`src/rtl/uart_frame_decoder.sv`:
```
// Purpose : finds a run of SYNC_LEN 0xFF bytes in the UART byte stream and unpacks the 10-byte tank/bullet payload that follows.
// Latency : frame_valid and the new output fields appear 2 clk after the rx_done of the last payload byte.
// Backpressure: none; every rx_done strobe is consumed, and malformed or stalled frames are dropped and counted.
module uart_frame_decoder #(
    parameter int SYNC_LEN = 4,
    parameter int GAP_MAX  = 65535
) (
    input  logic       clk,
    input  logic       rst,
    input  logic [7:0] rx_data,
    input  logic       rx_done,
    output logic [9:0] xpos_tank_enemy,
    output logic [9:0] ypos_tank_enemy,
    output logic [9:0] xpos_bullet_enemy,
    output logic [9:0] ypos_bullet_enemy,
    output logic       select_mode_enemy,
    output logic [1:0] direction_tank_enemy,
    output logic [2:0] direction_for_enemy_rx,
    output logic       tank_hit_rx,
    output logic [7:0] hp_enemy,
    output logic       frame_valid,
    output logic       link_up,
    output logic [7:0] frame_err_cnt
);

    localparam int SYNC_W   = $clog2(SYNC_LEN + 1);
    localparam int GAP_W    = $clog2(GAP_MAX + 1);
    localparam int IDLE_MAX = 4 * GAP_MAX;
    localparam int IDLE_W   = $clog2(IDLE_MAX + 1);

    typedef enum logic [1:0] {
        HUNT    = 2'd0,
        PAYLOAD = 2'd1,
        COMMIT  = 2'd2
    } state_t;

    state_t            r_state;
    logic [SYNC_W-1:0] r_sync_cnt;
    logic [3:0]        r_idx;
    logic [GAP_W-1:0]  r_gap_cnt;
    logic [IDLE_W-1:0] r_idle_cnt;

    // Shadow copy of the frame under assembly; only the bits that can be
    // nonzero in a legal frame are kept.
    logic [9:0]        r_sh_x;
    logic [9:0]        r_sh_y;
    logic [9:0]        r_sh_bx;
    logic [9:0]        r_sh_by;
    logic [6:0]        r_sh_flags;
    logic [7:0]        r_sh_hp;

    // Committed, externally visible fields.
    logic [9:0]        r_x;
    logic [9:0]        r_y;
    logic [9:0]        r_bx;
    logic [9:0]        r_by;
    logic              r_sel;
    logic [1:0]        r_dir_tank;
    logic [2:0]        r_dir_enemy;
    logic              r_hit;
    logic [7:0]        r_hp;
    logic              r_frame_valid;
    logic              r_link_up;
    logic [7:0]        r_err_cnt;

    logic              w_byte_ff;
    logic              w_sync_done;
    logic              w_hi_byte;
    logic              w_bad_byte;
    logic              w_gap_expired;
    logic              w_abort;

    assign w_byte_ff     = (rx_data == 8'hFF);
    assign w_sync_done   = rx_done && w_byte_ff && (r_sync_cnt == SYNC_W'(SYNC_LEN - 1));
    // Odd indices below 8 carry the two MSBs of a 10-bit coordinate.
    assign w_hi_byte     = r_idx[0] && (r_idx < 4'd8);
    assign w_bad_byte    = (w_hi_byte && (|rx_data[7:2])) || ((r_idx == 4'd8) && rx_data[7]);
    assign w_gap_expired = (r_gap_cnt == GAP_W'(GAP_MAX));
    // A stalled frame is dropped even if a byte shows up in the same cycle.
    assign w_abort       = (r_state == PAYLOAD) && (w_gap_expired || (rx_done && w_bad_byte));

    // Frame FSM: sync hunt, payload capture into the shadow, atomic commit.
    always_ff @(posedge clk or negedge rst) begin
        if (!rst) begin
            r_state       <= HUNT;
            r_sync_cnt    <= '0;
            r_idx         <= 4'd0;
            r_gap_cnt     <= '0;
            r_sh_x        <= 10'd0;
            r_sh_y        <= 10'd0;
            r_sh_bx       <= 10'd0;
            r_sh_by       <= 10'd0;
            r_sh_flags    <= 7'd0;
            r_sh_hp       <= 8'd0;
            r_x           <= 10'd0;
            r_y           <= 10'd0;
            r_bx          <= 10'd0;
            r_by          <= 10'd0;
            r_sel         <= 1'b0;
            r_dir_tank    <= 2'd0;
            r_dir_enemy   <= 3'd0;
            r_hit         <= 1'b0;
            r_hp          <= 8'd0;
            r_frame_valid <= 1'b0;
            r_err_cnt     <= 8'd0;
        end else begin
            r_frame_valid <= 1'b0;
            case (r_state)
                HUNT, COMMIT: begin
                    if (r_state == COMMIT) begin
                        r_x           <= r_sh_x;
                        r_y           <= r_sh_y;
                        r_bx          <= r_sh_bx;
                        r_by          <= r_sh_by;
                        r_sel         <= r_sh_flags[6];
                        r_dir_tank    <= r_sh_flags[5:4];
                        r_dir_enemy   <= r_sh_flags[3:1];
                        r_hit         <= r_sh_flags[0];
                        r_hp          <= r_sh_hp;
                        r_frame_valid <= 1'b1;
                    end
                    r_state <= HUNT;
                    // A byte landing in the commit cycle already belongs to the next hunt.
                    if (rx_done) begin
                        if (w_sync_done) begin
                            r_state    <= PAYLOAD;
                            r_sync_cnt <= '0;
                            r_idx      <= 4'd0;
                            r_gap_cnt  <= '0;
                        end else if (w_byte_ff) begin
                            r_sync_cnt <= r_sync_cnt + 1'b1;
                        end else begin
                            r_sync_cnt <= '0;
                        end
                    end
                end
                PAYLOAD: begin
                    if (w_abort) begin
                        r_state    <= HUNT;
                        r_sync_cnt <= '0;
                        r_idx      <= 4'd0;
                        r_gap_cnt  <= '0;
                        if (r_err_cnt != 8'hFF) begin
                            r_err_cnt <= r_err_cnt + 8'd1;
                        end
                    end else if (rx_done) begin
                        r_gap_cnt <= '0;
                        case (r_idx)
                            4'd0:    r_sh_x[7:0]  <= rx_data;
                            4'd1:    r_sh_x[9:8]  <= rx_data[1:0];
                            4'd2:    r_sh_y[7:0]  <= rx_data;
                            4'd3:    r_sh_y[9:8]  <= rx_data[1:0];
                            4'd4:    r_sh_bx[7:0] <= rx_data;
                            4'd5:    r_sh_bx[9:8] <= rx_data[1:0];
                            4'd6:    r_sh_by[7:0] <= rx_data;
                            4'd7:    r_sh_by[9:8] <= rx_data[1:0];
                            4'd8:    r_sh_flags   <= rx_data[6:0];
                            4'd9:    r_sh_hp      <= rx_data;
                            default: ;
                        endcase
                        if (r_idx == 4'd9) begin
                            r_state <= COMMIT;
                            r_idx   <= 4'd0;
                        end else begin
                            r_idx <= r_idx + 4'd1;
                        end
                    end else begin
                        r_gap_cnt <= r_gap_cnt + 1'b1;
                    end
                end
                default: begin
                    r_state <= HUNT;
                end
            endcase
        end
    end

    // Link watchdog: raised with each commit, dropped after 4*GAP_MAX quiet cycles.
    always_ff @(posedge clk or negedge rst) begin
        if (!rst) begin
            r_idle_cnt <= '0;
            r_link_up  <= 1'b0;
        end else if (r_state == COMMIT) begin
            r_idle_cnt <= '0;
            r_link_up  <= 1'b1;
        end else if (r_link_up) begin
            if (r_idle_cnt == IDLE_W'(IDLE_MAX - 1)) begin
                r_idle_cnt <= '0;
                r_link_up  <= 1'b0;
            end else begin
                r_idle_cnt <= r_idle_cnt + 1'b1;
            end
        end
    end

    assign xpos_tank_enemy        = r_x;
    assign ypos_tank_enemy        = r_y;
    assign xpos_bullet_enemy      = r_bx;
    assign ypos_bullet_enemy      = r_by;
    assign select_mode_enemy      = r_sel;
    assign direction_tank_enemy   = r_dir_tank;
    assign direction_for_enemy_rx = r_dir_enemy;
    assign tank_hit_rx            = r_hit;
    assign hp_enemy               = r_hp;
    assign frame_valid            = r_frame_valid;
    assign link_up                = r_link_up;
    assign frame_err_cnt          = r_err_cnt;

endmodule

```
`config.mk`:
```
export PLATFORM = sky130hd
export DESIGN_NAME = uart_frame_decoder
export DESIGN_NICKNAME = d
export VERILOG_FILES = /design/src/rtl/uart_frame_decoder.sv
export SDC_FILE = /design/constraint.sdc
export NUM_CORES = 1
export LEC_CHECK = 0
export CELL_PAD_IN_SITES_DETAIL_PLACEMENT = 0
export CELL_PAD_IN_SITES_GLOBAL_PLACEMENT = 1
export CORE_UTILIZATION = 44
export CTS_CLUSTER_SIZE = 25
export DETAILED_ROUTE_END_ITERATION = 8
export PLACE_DENSITY = 0.89
export RECOVER_POWER = 100
export SYNTH_ARGS = -nofsm -noshare
export SYNTH_HDL_FRONTEND = slang
export SYNTH_SLANG_ARGS = --single-unit
```
`constraint.sdc`:
```
create_clock -name clk -period 2.8 [get_ports clk]
set_input_delay 0.56 -clock clk [delete_from_list [all_inputs] [get_ports clk]]
set_output_delay 0.56 -clock clk [all_outputs]
set_load 0.005 [all_outputs]
```
==> results.md, run 1 <==
- Syn_area_per_cell: about 10 µm²
- H-tree levels: 4
- CP delay by family, top: simple AND/OR/NAND/NOR gates
- Part of the cycle the worst path needs: around nine tenths
- Initial core utilization: between 40% and 50%
- Distinct cells, synth: 53
- CTS tree: built
- DRC: 0
- Reg2Reg Depth: 7
- Failing checks: max-capacitance violations, max-slew violations
- Synth Area in Compound Gates: 7.06%
- Final setup viols: 0
- Die height: 128 µm
- Worst hold path type: reg2reg
- Mux cell area share after synthesis: 9.27%
- Reg-to-reg startpoint: r_gap_cnt[0]
- Run status: complete, but fails checks
- Ys flop type: dfrtp_1
- Die width: 128 µm
- Pleak: approximately 0.0045 µW
- Synth Net Count: 686
- PwrDens: 618 nW/µm²
- HPWL Detailed: between 10,000 and 15,000 µm
- GP Congestion: 0.883
- Simple logic cell fraction of the synthesized area: about a fifth
- Share of post-route cells with drive strength above 1: 16.8%
- Worst setup path startpoint: rx_data[7]
- Initial antenna violation count: 0
- Total CTS buffers: 17
- Post-CTS Resized: 0
- Post-synthesis cell area: 7030 µm²
- Total GRT Usage: 21.4%
- Transition time of the tightest slew-check pin: 1.78 ns
- Fill cell count: 1,322
- Final Skew: 0.00900 ns
- Critical path peak fanout: 8
- Wire per inst: around 16 µm
- Hold buffer count at cts: 0
- Max-slew violations: 70
- Setup crit start kind: primary input
- Max stage delay on crit path: between 0.6 and 0.7 ns
- Initial drt markers: 347
- Hold Path Origin: xpos_tank_enemy[8]
- Clk sinks: 163
- FP Rows: 45
- First-pass GRT wire length: 27,400 µm
- Clock Tree Buf Depth: 2
- WS Path Type: in2reg
- Synth warn: 0
- Power, Total: 5450 µW
- Slowest cell on crit path: dlygate4sd3_1
- RSZ-0062 raised after global routing: no
- Area Overhead vs Synth: 25.4%
- Die area: ~16,000 µm²
- Max_cap viols: 1
- Worst vdd ir: 0.440 mV
- Fmax: 398 MHz
- Hold Path Cell Cnt: 2
- Nets: around 800
- Yosys reg bits: 163
- Most common cell in the netlist: nand2_1
- Most frequent cells after synthesis: 193 x nand2_1, 163 x dfrtp_1, 57 x mux2_2, 34 x o21ai_0, 23 x nor2_1
- Clk slew on worst S/H paths: 0.06 ns
- Global route overflow: 0
- Largest net degree at the start of global routing: between 70 and 80
- Synth Area in Adders: 0.889%
- Worst Path Arrival: 2.83 ns
- Vias per inst: 5.25
- Slew HR: -18.4%
- Clk root buf: clkbuf_16
- WP buf/inv: 1
- Via count: 5,277
- Pre-antenna DRT Iters: 4
- Postcts setup bufs: 0
- # diodes: 0
- Largest area contributor in the netlist: dfrtp_1
- IO Pins: 76
- Post-Route WL: between 15,000 and 20,000 µm
- Vias in the first global route: 5,436
- Number of synthesized flops with an enable pin: 0
- CP Capture Type: flop
- Hold Worst Slack: 0.471 ns
- Port Buffers: 75
- CP cell instances: dlygate4sd3_1 -> or3b_1 -> o22ai_1 -> and3_1 -> o21ai_1 -> nor3_1 -> mux2_2
- Sequential element share of the synthesized area: a little under 60%
- Worst EP required: 3.11 ns
- Post-synth top area share: between 50 and 60%
- Routed Antenna Nets: 0
- Post-synthesis xor/xnor area fraction: 1.25%
- Mapped Cells: 670
- Core area: 15,400 µm²
- Async set-or-reset flop fraction in the synthesized netlist: 100%
- Main combinational cell family by area after synthesis: simple AND/OR/NAND/NOR gates
- Min cycle time layout: approximately 2.5 ns
- Fin. Hold Viols: 0
- Crit path depth: 7
- Clk Latency, worst-skew pair: 0.43 ns
- Synth area leaders: dfrtp_1 58%, nand2_1 10%, mux2_2 9.1%, o21ai_0 2.4%, nand3_1 1.6%
-- cell usage in the layout (no fill, tap or decap), types with 10 or more instances in the layout --
cell type / instances
mux2_2: 57
nand4_1: 13
dfrtp_1: 163
clkbuf_16: 17
buf_4: 25
dlygate4sd3_1: 66
nand3_1: 22
o21ai_0: 34
nand2_1: 193
nor3_1: 10
nor2_1: 24
a21oi_1: 16
-- metrics by stage --
step                setup WS, ns  instance area [µm²]  TNS [ns]  instances  util [%]
floorplan                  0.494                 7030         0        670         -
global placement          0.0587                 8290         0        973      53.7
detailed placement       -0.0443                 8290   -0.0443        973      53.7
CTS                        0.383                 8920         0       1005      57.8
global route               0.159                 8820         0       1005      57.2
finish                     0.285                 8820         0       1005      57.2
-- worst reg2reg max path, cell delays in order, from the launching register on --
cell     delay (ns)
dfrtp_1        0.41
ha_1           0.26
nand3_1        0.17
or2_1          0.37
nand3_4        0.17
nor3b_1        0.40
buf_12         0.18
mux2_2         0.33
-- final timing paths --
| path | endpoint | slack (ns) |
|---|---|---|
| worst min-delay path | xpos_tank_enemy[8] | 0.47 |
| worst max-delay path | frame_err_cnt[7] | 0.29 |
| min in group asynchronous | r_idle_cnt[6] | 0.60 |
| worst max register to register | r_sh_x[1] | 0.39 |
| worst min register to register | xpos_tank_enemy[8] | 0.47 |
| max in group asynchronous | xpos_bullet_enemy[7] | 0.62 |
-- final cells by class --
class                   instances  area, µm²  share of cell area (%)
repair buffers                120       1070                    12.1
inverters                       8       30.0                   0.341
flip-flops and latches        163       4080                    46.3
clock inverters                14        198                    2.24
well taps                     211        264                    2.99
multi-input cells             471       2750                    31.2
clock buffers                  18        429                    4.87
-- cell families (layout without fill, tap and decap cells) --
group	count (synthesis)	count (layout)
XOR/XNOR	10	10
AO/OA/AOI/OAI	81	81
AND/OR/NAND/NOR	317	317
flip-flops	163	163
adder cells (fa/ha/maj)	5	5
buffers and inverters	36	160
multiplexers	58	58
-- per-layer routing --
layer / up-vias / routed length (µm) / GRT usage [%]
met5: - / 0 / 0
met2: 109 / 7820 / 34.4
met3: 23 / 648 / 4.86
met1: 2632 / 7540 / 28.2
met4: 0 / 289 / 8.65
li1: 2513 / - / -
-- where the power goes --
part	internal, µW	switching, µW	total (µW)
clock	1500	972	2480
sequential	2490	102	2600
combinational	182	192	374
-- state kept, by name (all words and copies together), names as in the netlist, 2 cells and up --
register / cells
xpos_tank_enemy: 10
r_sh_bx: 10
ypos_bullet_enemy: 10
r_sh_hp: 8
r_sh_y: 10
r_idx: 4
r_sh_x: 10
r_sync_cnt: 3
hp_enemy: 8
direction_tank_enemy: 2
r_sh_flags: 7
frame_err_cnt: 8
xpos_bullet_enemy: 10
r_sh_by: 10
r_idle_cnt: 18
r_gap_cnt: 16
ypos_tank_enemy: 10
r_state: 2
direction_for_enemy_rx: 3
(Power assumes the default switching activity.)
==> inputs of run 2 (changes only) <==
- CORE_MARGIN: default -> 2
==> run 2 against run 1 <==
Against the previous run: register-to-register slack better by 0.06 ns; clock power is 11% lower; sequential share of layout area is 0.35 points higher; flip-flop and latch count stayed put; cell area is 0.75% lower; the run still ends with max-capacitance violations, max-slew violations left; critical endpoint is now r_idx[1]; global-route usage is 0.90 points lower; worst setup slack worse by 0.025 ns; combinational power is 4% lower; count of clock-buffer cells in the layout is 3 higher; total power is 5.1% lower; utilization is 1.7 points lower.
==> results.md, run 2 (synthesized netlist as in run 1, its figures left out) <==
- Global route overflow: 0 (unchanged)
- Area Overhead vs Synth: 24.4%
- Total CTS buffers: 17 (unchanged)
- Post-CTS Resized: 0 (unchanged)
- DRC: 0 (unchanged)
- Wire per inst: 16.0 µm (-1.2%)
- Critical path peak fanout: 11 (+3)
- Run status: complete, but fails checks
- Pre-CTS setup slack: -0.0419 ns (+0.00244 ns)
- Nets: 802 (+0.63%)
- Transition time of the tightest slew-check pin: 1.55 ns (-0.222 ns)
- Total GRT Usage: 20.5% (-0.90 points)
- Pleak: 0.00444 µW (-1.0%)
- # diodes: 0 (unchanged)
- Sum Neg Setup Slack: 0 ns (unchanged)
- Most common cell after layout, fill and taps aside: nand2_1
- Setup crit start kind: primary input
- Fin. Hold Viols: 0 (unchanged)
- R2R setup slack: 0.45 ns (+0.06 ns)
- Post-layout util: 55.5% (-1.7 points)
- Postcts setup bufs: 0 (unchanged)
- Final WS setup: 0.260 ns (-0.0252 ns)
- Final setup viols: 0 (unchanged)
- PwrDens: 590 nW/µm² (-4.4%)
- Min cycle time layout: 2.54 ns (+0.0252 ns)
- Fmax: 394 MHz (-0.99%)
- Die area: 17,000 µm² (+3.1%)
- Max_cap viols: 1 (unchanged)
- WS Path Type: in2reg
- Register area: 4080 µm² (unchanged)
- Max-slew violations: 65 (-7.1%)
- First-pass GRT wire length: 27,100 µm (-1.0%)
- Initial drt markers: 363 (+4.6%)
- Slew HR: -3.62% (+15 points)
- Power, Total: 5170 µW (-5.1%)
- Placed inst area: 8350 µm² (+0.68%)
- Vias per inst: 5.29 (+0.67%)
- Largest net degree at the start of global routing: 65 (-8.5%)
- Clk root buf: clkbuf_16
- Port Buffers: 75 (unchanged)
- FP Rows: 46 (+2.2%)
- Final Skew: 0.0117 ns (+0.00273 ns)
- Worst EP required: 3.11 ns (about the same)
- Via count: 5,365 (+1.7%)
- Clock Tree Buf Depth: 2 (unchanged)
- H-tree levels: 4 (unchanged)
- Most frequent cells in the layout: 193 x nand2_1, 163 x dfrtp_1, 65 x dlygate4sd3_1
- CTS tree: built
- Vias in the first global route: 5,372 (-1.2%)
- Share of post-route cells with drive strength above 1: 16.5% (-0.23 points)
- Post-Route WL: 16,300 µm (-0.25%)
- Worst hold path type: reg2reg
- Core area: 15,800 µm² (+2.2%)
- Die height: 130 µm (+1.6%)
- CP Capture Type: flop
- HPWL Detailed: 11,200 µm (+2.3%)
- Initial core utilization: 44.6% (-0.99 points)
- Routed Antenna Nets: 0 (unchanged)
- Pre-antenna DRT Iters: 5 (+1)
- Regs by FF count: r_idle_cnt x18, r_gap_cnt x16
- Die width: 130 µm (+1.6%)
- Max reg flops: 18 (unchanged)
- Final non-filler cell area: 8750 µm² (-0.75%)
- Failing checks: max-capacitance violations, max-slew violations
- Clk slew on worst S/H paths: 0.06 ns (about the same)
- Worst vdd ir: 0.467 mV (+6.2%)
- Fill cell count: 1,411 (+6.7%)
- Most flops, register: r_idle_cnt
- RSZ-0062 raised after global routing: no
- Initial antenna violation count: 0 (unchanged)
- Clk sinks: 163 (unchanged)
- Worst Path Arrival: 2.85 ns (+0.02 ns)
- IO Pins: 76 (unchanged)
- Footprint of the multi-input gates: 2760 µm² (+0.23%)
- Clk Latency, worst-skew pair: 0.43 ns (about the same)
- Hold buffer count at cts: 0 (unchanged)
- Part of the cycle the worst path needs: 90.7% (+0.90 points)
- GP Congestion: 0.914 (+3.5%)
## run 2: cell types whose count changed in the layout (fill, tap and decap cells not counted), moves of 2 or more
cell       previous run  this run
clkbuf_1              8        14
buf_4                25        28
bufinv_16             4         1
buf_12                2         0
inv_6                 5         3
## run 2: worst paths after layout
path                                     from  cells after the start                 end
max                                rx_data[2]                      9            r_idx[1]
min                        xpos_tank_enemy[3]                      2  xpos_tank_enemy[3]
max reg2reg                      r_gap_cnt[8]                      7       r_sh_flags[1]
min reg2reg                xpos_tank_enemy[3]                      2  xpos_tank_enemy[3]
max in group asynchronous                 rst                      2           r_sh_y[1]
min in group asynchronous                 rst                      1      r_idle_cnt[16]
## run 2: worst max-delay path, cell delays in order
cell             delay [ns]
clkdlybuf4s50_1        0.60
buf_4                  0.16
nand4_1                0.09
or4_1                  0.43
and2_0                 0.17
clkbuf_1               0.23
a21oi_1                0.27
o21ai_0                0.14
a21o_1                 0.20
## run 2: final cells by class
type	instances	share of cell area, %
clock buffers	21	5.15
flip-flops and latches	163	46.6
clock inverters	11	1.17
well taps	216	3.09
repair buffers	125	12.2
multi-input cells	471	31.5
inverters	8	0.343
## run 2: where the power goes
part           leakage, µW  switching, µW  internal, µW
logic              0.00193            183           177
registers          0.00225            114          2490
clock network     0.000264            949          1250
## run 2: metal layers
| layer | wire (µm) | vias up | GRT usage, % | share of wire, % |
|---|---|---|---|---|
| li1 | - | 2538 | - | - |
| met1 | 7670 | 2669 | 29.0 | 47 |
| met2 | 7630 | 134 | 31.7 | 47 |
| met3 | 691 | 24 | 5.09 | 4.2 |
| met4 | 272 | 0 | 6.32 | 1.7 |
| met5 | 0 | - | 0 | 0 |
## run 2: through the flow
| step | hold slack (ns) | instances |
|---|---|---|
| 6_report | 0.463 | 1015 |
| 5_1_grt | 0.492 | 1015 |
| 4_1_cts | 0.132 | 1015 |
| 3_5_place_dp | 0.454 | 983 |
| 3_3_place_gp | 0.451 | 983 |
| 2_1_floorplan | 0.264 | 670 |
==> inputs of run 3 (changes only) <==
- CORE_ASPECT_RATIO: default -> 1.5
==> run 3 against run 2 <==
Against the previous run: maximum frequency decreased by 2.9%; via count increased by 1.6%; the run still ends with max-capacitance violations, max-slew violations left; die area up 0.12%; highest routed layer unchanged; first-iteration DRC count decreased by 3.9%; flip-flop and latch count stayed put.
==> results.md, run 3 (synthesized netlist as in run 1, its figures left out) <==
- Clk Latency, worst-skew pair: 0.43 ns (about the same)
- Setup crit start kind: primary input
- Routed Antenna Nets: 0 (unchanged)
- Max-slew violations: 75 (+15%)
- Pleak: 0.00447 µW (+0.67%)
- CP cell instances: clkdlybuf4s50_1 -> nor4_1 -> nand2_1 -> and3_1 -> nor3_1 -> and3_1 -> dlymetal6s2s_1 -> mux2_2
- Post-route non-filler standard cell count: 995 (-2.0%)
- RSZ-0062 raised after global routing: no
- HPWL Detailed: 11,700 µm (+4.0%)
- Total GRT Usage: 20.7% (+0.22 points)
- Hold buffer count at cts: 0 (unchanged)
- Via count: 5,451 (+1.6%)
- Port Buffers: 75 (unchanged)
- Most frequent cells in the layout: 193 x nand2_1, 163 x dfrtp_1, 65 x dlygate4sd3_1
- Clock Tree Buf Depth: 2 (unchanged)
- Net Sw Frac: 26.4% (+2.3 points)
- Clk sinks: 163 (unchanged)
- Core area: 15,600 µm² (-0.92%)
- Pre-antenna DRT Iters: 5 (unchanged)
- Final setup viols: 0 (unchanged)
- Clk root buf: clkbuf_16
- Worst vdd ir: 0.338 mV (-28%)
- Fin. Hold Viols: 0 (unchanged)
- Sum Neg Setup Slack: 0 ns (unchanged)
- Max reg flops: 18 (unchanged)
- Reg-to-reg startpoint: r_gap_cnt[0]
- # diodes: 0 (unchanged)
- Power Internal: 3870 µW (-1.4%)
- Sw power: 1390 µW (+11%)
- Worst hold path type: reg2reg
- Worst Path Arrival: 2.92 ns (+0.07 ns)
- DRC: 0 (unchanged)
- Transition time of the tightest slew-check pin: 1.84 ns (+0.288 ns)
- Endpoint, Worst Hold: ypos_bullet_enemy[4]
- FP Rows: 56 (+22%)
- Initial drt markers: 349 (-3.9%)
- Fmax: 382 MHz (-2.9%)
- Slew HR: -22.8% (-19 points)
- Comb pwr share: 7.2% (+0.2 points)
- Nets: 795 (-0.87%)
- Initial core utilization: 45.0% (+0.41 points)
- Final Skew: 0.0156 ns (+0.00392 ns)
- Most flops, register: r_idle_cnt
- Most common cell after layout, fill and taps aside: nand2_1
- Slowest cell on crit path: clkdlybuf4s50_1
- Vias per inst: 5.48 (+3.6%)
- Hold Path Cell Cnt: 2 (unchanged)
- Post-CTS Resized: 0 (unchanged)
- Flop pwr share: 49.5% (-0.9 points)
- Failing checks: max-capacitance violations, max-slew violations
- Largest net degree at the start of global routing: 75 (+15%)
- CP dominant cell by count: and3_1
- Post-Route WL: 16,600 µm (+2.1%)
- Die height: 159 µm (+22%)
- Placed inst area: 8300 µm² (-0.52%)
- Initial antenna violation count: 0 (unchanged)
- Clk slew on worst S/H paths: 0.07 ns (about the same)
- Postcts setup bufs: 0 (unchanged)
- Die width: 107 µm (-18%)
- Share of post-route cells with drive strength above 1: 15.9% (-0.61 points)
- Power, Total: 5250 µW (+1.7%)
- Reg2Reg Depth: 7 (unchanged)
- Reg2reg end: r_sh_y[8]
- Final non-filler cell area: 8750 µm² (about the same)
- Total CTS buffers: 17 (unchanged)
- WS Path Type: in2reg
- Max_cap viols: 1 (unchanged)
- CP Capture Type: flop
- First-pass GRT wire length: 28,100 µm (+3.8%)
- GP Congestion: 0.874 (-4.3%)
- Critical path peak fanout: 8 (-3)
- Vias in the first global route: 5,700 (+6.1%)
- Die area: 17,000 µm² (+0.12%)
- R2R setup slack: 0.28 ns (-0.17 ns)
- Area Overhead vs Synth: 24.4% (about the same)
- Worst EP required: 3.11 ns (about the same)
- Regs by FF count: r_idle_cnt x18, r_gap_cnt x16
- Hold Path Origin: r_sh_by[4]
- PwrDens: 601 nW/µm² (+1.7%)
- Min cycle time layout: 2.62 ns (+0.0755 ns)
- IO Pins: 76 (unchanged)
- Wire per inst: 16.7 µm (+4.1%)
- Placed cell count: 963 (-2.0%)
- CTS tree: built
- Max stage delay on crit path: 0.55 ns (-0.05 ns)
- Part of the cycle the worst path needs: 93.4% (+2.7 points)
- Global route overflow: 0 (unchanged)
- Clock network power share: 43.4% (+0.8 points)
- Run status: complete, but fails checks
- H-tree levels: 4 (unchanged)
==> run 3: cell types whose count changed in the layout (fill, tap and decap cells not counted), sizes merged <==
cell          previous run  this run
clkinvlp                 3         0
inv                     10        18
clkbuf                  44        38
bufinv                   1         0
clkinv                   5         4
buf                     28        22
dlymetal6s2s             0         2
==> run 3: cell type report <==
| class | instances | area [µm²] |
|---|---|---|
| clock buffer | 18 | 429 |
| clock inverter | 14 | 153 |
| fill | 1316 | 6880 |
| inverter | 8 | 30.0 |
| multi-input combinational | 471 | 2770 |
| sequential | 163 | 4080 |
| tap | 203 | 254 |
| timing repair buffer | 118 | 1030 |
==> run 3: power groups by stage <==
| stage | combinational (µW) | sequential (µW) | clock, µW |
|---|---|---|---|
| after floorplan | 226 | 2600 | 0 |
| after global placement | 386 | 2630 | 0 |
| after detailed placement | 405 | 2640 | 0 |
| after CTS | 407 | 2600 | 2320 |
| after global routing | 425 | 2610 | 2430 |
| final | 377 | 2600 | 2280 |
==> run 3: worst max path at each step <==
| stage | from | endpoint | slack (ns) | depth (start not counted) |
|---|---|---|---|---|
| 6_report | rx_data[7] | r_sh_y[2] | 0.18 | 8 |
| 5_1_grt | rx_data[7] | r_sh_y[3] | 0.04 | 8 |
| 4_1_cts | rx_data[7] | r_sh_y[8] | 0.22 | 8 |
| 3_5_place_dp | rx_data[7] | r_sh_y[9] | -0.19 | 8 |
| 3_3_place_gp | rx_data[7] | r_sh_y[9] | -0.04 | 8 |
| 2_1_floorplan | rx_data[3] | r_sh_bx[4] | 0.49 | 7 |
==> run 3: per-layer routing <==
metal	global-route usage, %	share of wire [%]
met5	0	0
met4	8.50	2.4
met3	3.57	3.5
met2	36.4	53
met1	24.8	41
==> run 3: critical path, delay by kind of cell <==
kind / cells / cell delay (ns)
AND/OR/NAND/NOR: 5 / 1.09
buffers and inverters: 2 / 0.87
multiplexers: 1 / 0.38
==> run 3: stage by stage <==
step	setup WS, ns	util [%]	hold WS, ns
final	0.184	56.0	0.473
after detailed placement	-0.188	53.1	0.456
after global routing	0.0372	56.0	0.497
after CTS	0.219	56.9	0.168
after floorplan	0.494	-	0.264
after global placement	-0.0380	53.1	0.456
